## src/rtl/vga_frame_scanout_pkg.sv

```systemverilog
// rtl/vga_frame_scanout_pkg.sv - shared 640x480@60Hz timing constants
// Horizontal figures are in pixels; vertical figures are in lines.
package vga_frame_scanout_pkg;

    localparam int VGA_H_VIS  = 640;
    localparam int VGA_H_FP   = 16;
    localparam int VGA_H_SYNC = 96;
    localparam int VGA_H_BP   = 48;

    localparam int VGA_V_VIS  = 480;
    localparam int VGA_V_FP   = 10;
    localparam int VGA_V_SYNC = 2;
    localparam int VGA_V_BP   = 33;

    localparam int VGA_FB_SPAN = 256;

endpackage

```

## src/rtl/vga_sync_counter.sv

```systemverilog
// rtl/vga_sync_counter.sv - pixel enable, column/row counters and sync/active decode
// Decode outputs are combinational from the counters; the top registers them.
module vga_sync_counter
    import vga_frame_scanout_pkg::*;
#(
    parameter int H_VIS  = VGA_H_VIS,
    parameter int H_FP   = VGA_H_FP,
    parameter int H_SYNC = VGA_H_SYNC,
    parameter int H_BP   = VGA_H_BP,
    parameter int V_VIS  = VGA_V_VIS,
    parameter int V_FP   = VGA_V_FP,
    parameter int V_SYNC = VGA_V_SYNC,
    parameter int V_BP   = VGA_V_BP
) (
    input  logic       i_clk,
    input  logic       i_rst,
    output logic       o_pix_en,
    output logic [9:0] o_col,
    output logic [9:0] o_row,
    output logic       o_active,
    output logic       o_hsync_n,
    output logic       o_vsync_n,
    output logic       o_frame_start
);

    localparam logic [9:0] L_H_LAST   = 10'(H_VIS + H_FP + H_SYNC + H_BP - 1);
    localparam logic [9:0] L_V_LAST   = 10'(V_VIS + V_FP + V_SYNC + V_BP - 1);
    localparam logic [9:0] L_H_VIS    = 10'(H_VIS);
    localparam logic [9:0] L_V_VIS    = 10'(V_VIS);
    localparam logic [9:0] L_HS_BEGIN = 10'(H_VIS + H_FP);
    localparam logic [9:0] L_HS_END   = 10'(H_VIS + H_FP + H_SYNC);
    localparam logic [9:0] L_VS_BEGIN = 10'(V_VIS + V_FP);
    localparam logic [9:0] L_VS_END   = 10'(V_VIS + V_FP + V_SYNC);

    logic       r_pix_en;
    logic [9:0] r_col;
    logic [9:0] r_row;
    logic       r_frame_start;
    logic       w_col_last;
    logic       w_row_last;

    assign w_col_last = (r_col == L_H_LAST);
    assign w_row_last = (r_row == L_V_LAST);

    always_ff @(posedge i_clk) begin
        if (i_rst) begin
            r_pix_en      <= 1'b0;
            r_col         <= '0;
            r_row         <= '0;
            r_frame_start <= 1'b0;
        end else begin
            r_pix_en      <= ~r_pix_en;
            // High only for the Clock right after the (last,last) -> (0,0) wrap.
            r_frame_start <= r_pix_en && w_col_last && w_row_last;
            if (r_pix_en) begin
                if (w_col_last) begin
                    r_col <= '0;
                    r_row <= w_row_last ? '0 : r_row + 10'd1;
                end else begin
                    r_col <= r_col + 10'd1;
                end
            end
        end
    end

    assign o_pix_en      = r_pix_en;
    assign o_col         = r_col;
    assign o_row         = r_row;
    assign o_frame_start = r_frame_start;
    assign o_active      = (r_col < L_H_VIS) && (r_row < L_V_VIS);
    assign o_hsync_n     = !((r_col >= L_HS_BEGIN) && (r_col < L_HS_END));
    assign o_vsync_n     = !((r_row >= L_VS_BEGIN) && (r_row < L_VS_END));

endmodule

```

## src/rtl/vga_frame_scanout.sv

```systemverilog
// rtl/vga_frame_scanout.sv - 256x256 frame-buffer scanout onto VGA timing
// Window compare, read-address register and a two-enable output pipeline.
module vga_frame_scanout
    import vga_frame_scanout_pkg::*;
#(
    parameter logic [9:0] WIN_ROW0     = 10'd112,
    parameter logic [9:0] WIN_COL0     = 10'd192,
    parameter logic [2:0] BORDER_COLOR = 3'b000,
    parameter int         H_VIS        = VGA_H_VIS,
    parameter int         H_FP         = VGA_H_FP,
    parameter int         H_SYNC       = VGA_H_SYNC,
    parameter int         H_BP         = VGA_H_BP,
    parameter int         V_VIS        = VGA_V_VIS,
    parameter int         V_FP         = VGA_V_FP,
    parameter int         V_SYNC       = VGA_V_SYNC,
    parameter int         V_BP         = VGA_V_BP
) (
    input  logic        Clock,
    input  logic        Reset,
    output logic [15:0] oReadAddress,
    input  logic [2:0]  iReadData,
    output logic        oVGA_R,
    output logic        oVGA_G,
    output logic        oVGA_B,
    output logic        oVGA_HSync,
    output logic        oVGA_VSync,
    output logic [9:0]  oCurrentRow,
    output logic [9:0]  oCurrentCol,
    output logic        oFrameStart
);

    logic       w_pix_en;
    logic [9:0] w_col;
    logic [9:0] w_row;
    logic       w_active;
    logic       w_hsync_n;
    logic       w_vsync_n;
    logic [9:0] w_row_off;
    logic [9:0] w_col_off;
    logic       w_hit;

    logic [15:0] r_addr;
    logic        r_hit1;
    logic        r_act1;
    logic        r_hs1;
    logic        r_vs1;
    logic [2:0]  r_rgb;
    logic        r_hs;
    logic        r_vs;

    vga_sync_counter #(
        .H_VIS (H_VIS),  .H_FP (H_FP),  .H_SYNC (H_SYNC),  .H_BP (H_BP),
        .V_VIS (V_VIS),  .V_FP (V_FP),  .V_SYNC (V_SYNC),  .V_BP (V_BP)
    ) u_sync (
        .i_clk         (Clock),
        .i_rst         (Reset),
        .o_pix_en      (w_pix_en),
        .o_col         (w_col),
        .o_row         (w_row),
        .o_active      (w_active),
        .o_hsync_n     (w_hsync_n),
        .o_vsync_n     (w_vsync_n),
        .o_frame_start (oFrameStart)
    );

    // Offset bits [9:8] clear means the counter lies within the 256-wide span.
    assign w_row_off = w_row - WIN_ROW0;
    assign w_col_off = w_col - WIN_COL0;
    assign w_hit     = (w_row >= WIN_ROW0) && (w_row_off[9:8] == 2'b00) &&
                       (w_col >= WIN_COL0) && (w_col_off[9:8] == 2'b00);

    always_ff @(posedge Clock) begin
        if (Reset) begin
            r_addr <= '0;
            r_hit1 <= 1'b0;
            r_act1 <= 1'b0;
            r_hs1  <= 1'b1;
            r_vs1  <= 1'b1;
            r_rgb  <= 3'b000;
            r_hs   <= 1'b1;
            r_vs   <= 1'b1;
        end else if (w_pix_en) begin
            r_hit1 <= w_hit;
            r_act1 <= w_active;
            r_hs1  <= w_hsync_n;
            r_vs1  <= w_vsync_n;
            if (w_hit) begin
                r_addr <= {w_row_off[7:0], w_col_off[7:0]};
            end
            // iReadData answers the address registered on the previous enable.
            if (!r_act1) begin
                r_rgb <= 3'b000;
            end else if (r_hit1) begin
                r_rgb <= iReadData;
            end else begin
                r_rgb <= BORDER_COLOR;
            end
            r_hs <= r_hs1;
            r_vs <= r_vs1;
        end
    end

    assign oReadAddress = r_addr;
    assign {oVGA_R, oVGA_G, oVGA_B} = r_rgb;
    assign oVGA_HSync  = r_hs;
    assign oVGA_VSync  = r_vs;
    assign oCurrentRow = w_row;
    assign oCurrentCol = w_col;

endmodule
```

## config.mk

```make
export PLATFORM = sky130hd
export DESIGN_NAME = vga_frame_scanout
export DESIGN_NICKNAME = d
export VERILOG_FILES = /design/src/rtl/vga_frame_scanout_pkg.sv /design/src/rtl/vga_sync_counter.sv /design/src/rtl/vga_frame_scanout.sv
export SDC_FILE = /design/constraint.sdc
export NUM_CORES = 1
export LEC_CHECK = 0
export CAP_MARGIN = 40
export CORE_ASPECT_RATIO = 1.5
export CORE_MARGIN = 2
export CORE_UTILIZATION = 52
export DETAILED_ROUTE_END_ITERATION = 10
export GPL_ROUTABILITY_DRIVEN = 0
export MAX_ROUTING_LAYER = met4
export PLACE_DENSITY = 0.85
export REMOVE_ABC_BUFFERS = 1
export SYNTH_ARGS = -nofsm -noshare
export SYNTH_HDL_FRONTEND = slang
export SYNTH_SLANG_ARGS = --single-unit
```

## constraint.sdc

```tcl
create_clock -name Clock -period 2.15 [get_ports Clock]
set_input_delay 0.43 -clock Clock [delete_from_list [all_inputs] [get_ports Clock]]
set_output_delay 0.43 -clock Clock [all_outputs]
set_load 0.005 [all_outputs]
```

==> impl_metrics.ini <==
[floorplan]
start_util_pct = 53.97
die_w_um = 59.83
dieHeight_um = 87.74
ios = 47
core-area_um2 = 4504
num_rows = 30
die-area_um2 = 5249

[place]
post-place-ws_ps = 208.3
io_buffers = 46
hpwlAfterDp_um = 3877

[grt]
grt_pass1_wl_um = 8535
grt_usage_pct = 22.16
first_global_vias = 1798
grt_remaining_overflow = 0
grt_start_max_net_pins = 26
grt_antenna_before_repair = 0

[synthesis]
synth_edf_count = 0
yosys.area.top_type = dfxtp_1
yosysWarnings = 0
yosys-top-cells-area = dfxtp_1, nand2b_1, mux2i_1
ys_async_sr_fraction_pct = 0
ys_ff_latch = 47
synth_cell_type_count = 43
syn_area_um2 = 2431
synth_top_area_share_pct = 38.70
synthFlopType = dfxtp_1
synth-seq-area-share_pct = 38.70
syn-instance-count = 269
syn_area_per_cell_um2 = 9.037

[worst_hold_path]
min-delay-start = r_rgb[0]
worst_hold_path.num_cells = 2
holdPathEnd = r_rgb[0]
hp-class = flop to flop

[route]
route.detailed.drc = 0
drtIter0Drc = 60
antenna_left = 0
wire_per_inst_um = 15.10
drt-pass1-iter-count = 4
vias = 2041
viasPerCell = 5.669
wl_um = 5437

[timing]
tightest_slew_ps = 434.3
fmax_mhz = 502.3
finalSetupTns_ps = 0
skew_ps = 7.995
setup_viol = 0
fin_crit_ps = 1991
finalHoldViolCount = 0
period_share_pct = 92.60
rsz0062_at_grt = false
fin_ws_ps = 159.2
drv_slew = 0
slew_headroom_pct = 70.78

[cts]
max-clock-path-buffers = 2
cts.repair.resized = 0
cts_buffers = 5
clock-sinks = 47
cts_tree = yes
postCtsSetupRepairBufs = 0
clk_pin_slew_ps = 90
cts_hold_buffers = 0
clk_latency_ps = 300
cts_root_buf = clkbuf_8
cts.htree.levels = 2

[finish]
drive_above_1_share_pct = 8.333
regArea_um2 = 940.9
synthToLayoutAreaGrowth_pct = 25.06
nets = 326
fill_cells = 363
n_antenna_cell = 0
multi_input_area_um2 = 1311

[run]
drv_cap = 0

[critical_path]
crit_chain = ha_1, nand4b_1, a21oi_1, o221a_1, buf_4, mux2_1
cp_slowest_cell = dfxtp_1
critPathArrivalTime_ps = 2190
reg2reg_slack_ps = 160
slowest_delay_ps = 490
crit-reg2reg-capture = oReadAddress[6]
worstSetupPathType = flop to flop
cp-start-kind = flop
r2r_cells = 6
critPathRequiredTime_ps = 2350
crit_path_end_kind = flop
path_max_fanout = 9
regToRegStartpoint = u_sync.o_col[7]

[power_and_ir_drop]
report.power.total_uw = 1742
ir_drop_uv = 465.1
p_per_area_nw_per_um2 = 573.1
p_leak_uw = 0.001053

[run_status]
status = completed
==> area by class of cell <==
| cell class | instances | share of cell area, % |
|---|---|---|
| Sequential cell | 47 | 30.95 |
| Inverter | 9 | 1.111 |
| Timing Repair Buffer | 59 | 18.35 |
| Clock inverter | 3 | 2.222 |
| Clock buffer | 5 | 2.263 |
| Tap cell | 48 | 1.975 |
| Multi-Input combinational cell | 189 | 43.13 |
==> cells in the mapped netlist (all sizes together) (2+ instances only) <==
| master | instances |
|---|---|
| nand4b | 2 |
| mux2i | 13 |
| o21ai | 3 |
| and3 | 2 |
| mux2 | 3 |
| xnor2 | 11 |
| inv | 9 |
| buf | 14 |
| nor3 | 4 |
| nand2b | 35 |
| and4b | 2 |
| a21oi | 11 |
| a211o | 2 |
| nand3 | 10 |
| nor2b | 6 |
| xor2 | 5 |
| dfxtp | 47 |
| nand4 | 11 |
| or4 | 3 |
| nand2 | 9 |
| nor2 | 23 |
| o31ai | 3 |
| and2 | 3 |
| clkbuf | 10 |
| ha | 10 |
| a31o | 2 |
| nor4 | 5 |
==> where the power goes <==
part	internal [uW]	total [uW]	leakage, uW	switching, uW
Sequential	878	887	0.000380	8.93
Clock	464	769	0.0000644	305
Combinational	45.8	86.4	0.000609	40.6
==> routing by layer <==
| layer | vias up | wire, um | global-route usage (%) |
|---|---|---|---|
| li1 | 1008 | - | - |
| met1 | 960 | 2380 | 25.76 |
| met2 | 57 | 2702 | 36.17 |
| met3 | 16 | 163 | 3.840 |
| met4 | 0 | 190 | 10.71 |
| met5 | - | 0 | - |
==> logic make-up (layout without fill, tap and decap cells) <==
family / count (synthesis) / after routing / share of synthesized area, %
buffers and inverters: 33 / 76 / 7.360
multiplexers: 16 / 16 / 6.742
flip-flops: 47 / 47 / 38.70
AND/OR/NAND/NOR: 117 / 117 / 27.84
XOR/XNOR: 16 / 16 / 5.764
adder cells (fa/ha/maj): 10 / 10 / 5.147
AO/OA/AOI/OAI: 30 / 30 / 8.441
==> sequential cells by signal, summed over array words and instances, names as in the netlist <==
signal and cells:
r_act1 1, r_hs1 1, oReadAddress 16, u_sync.o_col 10, r_rgb 3, r_hit1 1, u_sync.o_row 10, r_vs1 1
u_sync.o_pix_en 1, oVGA_HSync 1, oVGA_VSync 1, u_sync.o_frame_start 1
==> stage by stage <==
stage                     util [%]  hold WS (ps)  std cells  cell area (um2)
after global placement       64.47         446.2        352             2904
after detailed placement     64.47         457.6        352             2904
after floorplan                  -         440.3        245             2286
after CTS                    67.50         478.2        360             3040
after global routing         67.50         493.4        360             3040
final                        67.50         475.1        360             3040
==> worst max-delay path: cells and delay by family (launching register included) <==
kind / cells / cell delay, ps
muxes: 1 / 320
adders and majority gates: 1 / 280
and+or+nand+nor: 1 / 110
DFF: 1 / 490
buffers and inverters: 1 / 210
AOI/OAI and AO/OA: 2 / 470
==> worst max path at each step <==
stage,slack (ps),from,endpoint
2_1_floorplan,50,u_sync.o_row[5],oReadAddress[14]
3_3_place_gp,300,u_sync.o_col[1],u_sync.o_row[8]
3_5_place_dp,210,u_sync.o_col[7],oReadAddress[14]
4_1_cts,180,u_sync.o_col[7],oReadAddress[14]
5_1_grt,40,u_sync.o_col[1],u_sync.o_row[7]
6_report,160,u_sync.o_col[7],oReadAddress[6]
==> placed cells by master (no fill, tap or decap), types with 2 or more instances in the layout <==
cell,count
nand4b_1,2
nand2b_1,35
nor2_1,23
o31ai_1,3
nand2_1,9
a31o_2,2
nand3_1,9
inv_1,9
a21oi_1,11
clkbuf_8,5
nor4_1,5
or4_1,3
bufinv_16,2
xor2_1,5
mux2_1,3
mux2i_1,13
xnor2_1,11
nand4_1,10
dfxtp_1,47
and3_1,2
o21ai_0,3
ha_1,10
a211o_1,2
buf_4,13
nor2b_1,6
nor3_1,4
clkdlybuf4s50_1,46
and2_1,3
(Power assumes the default switching activity.)
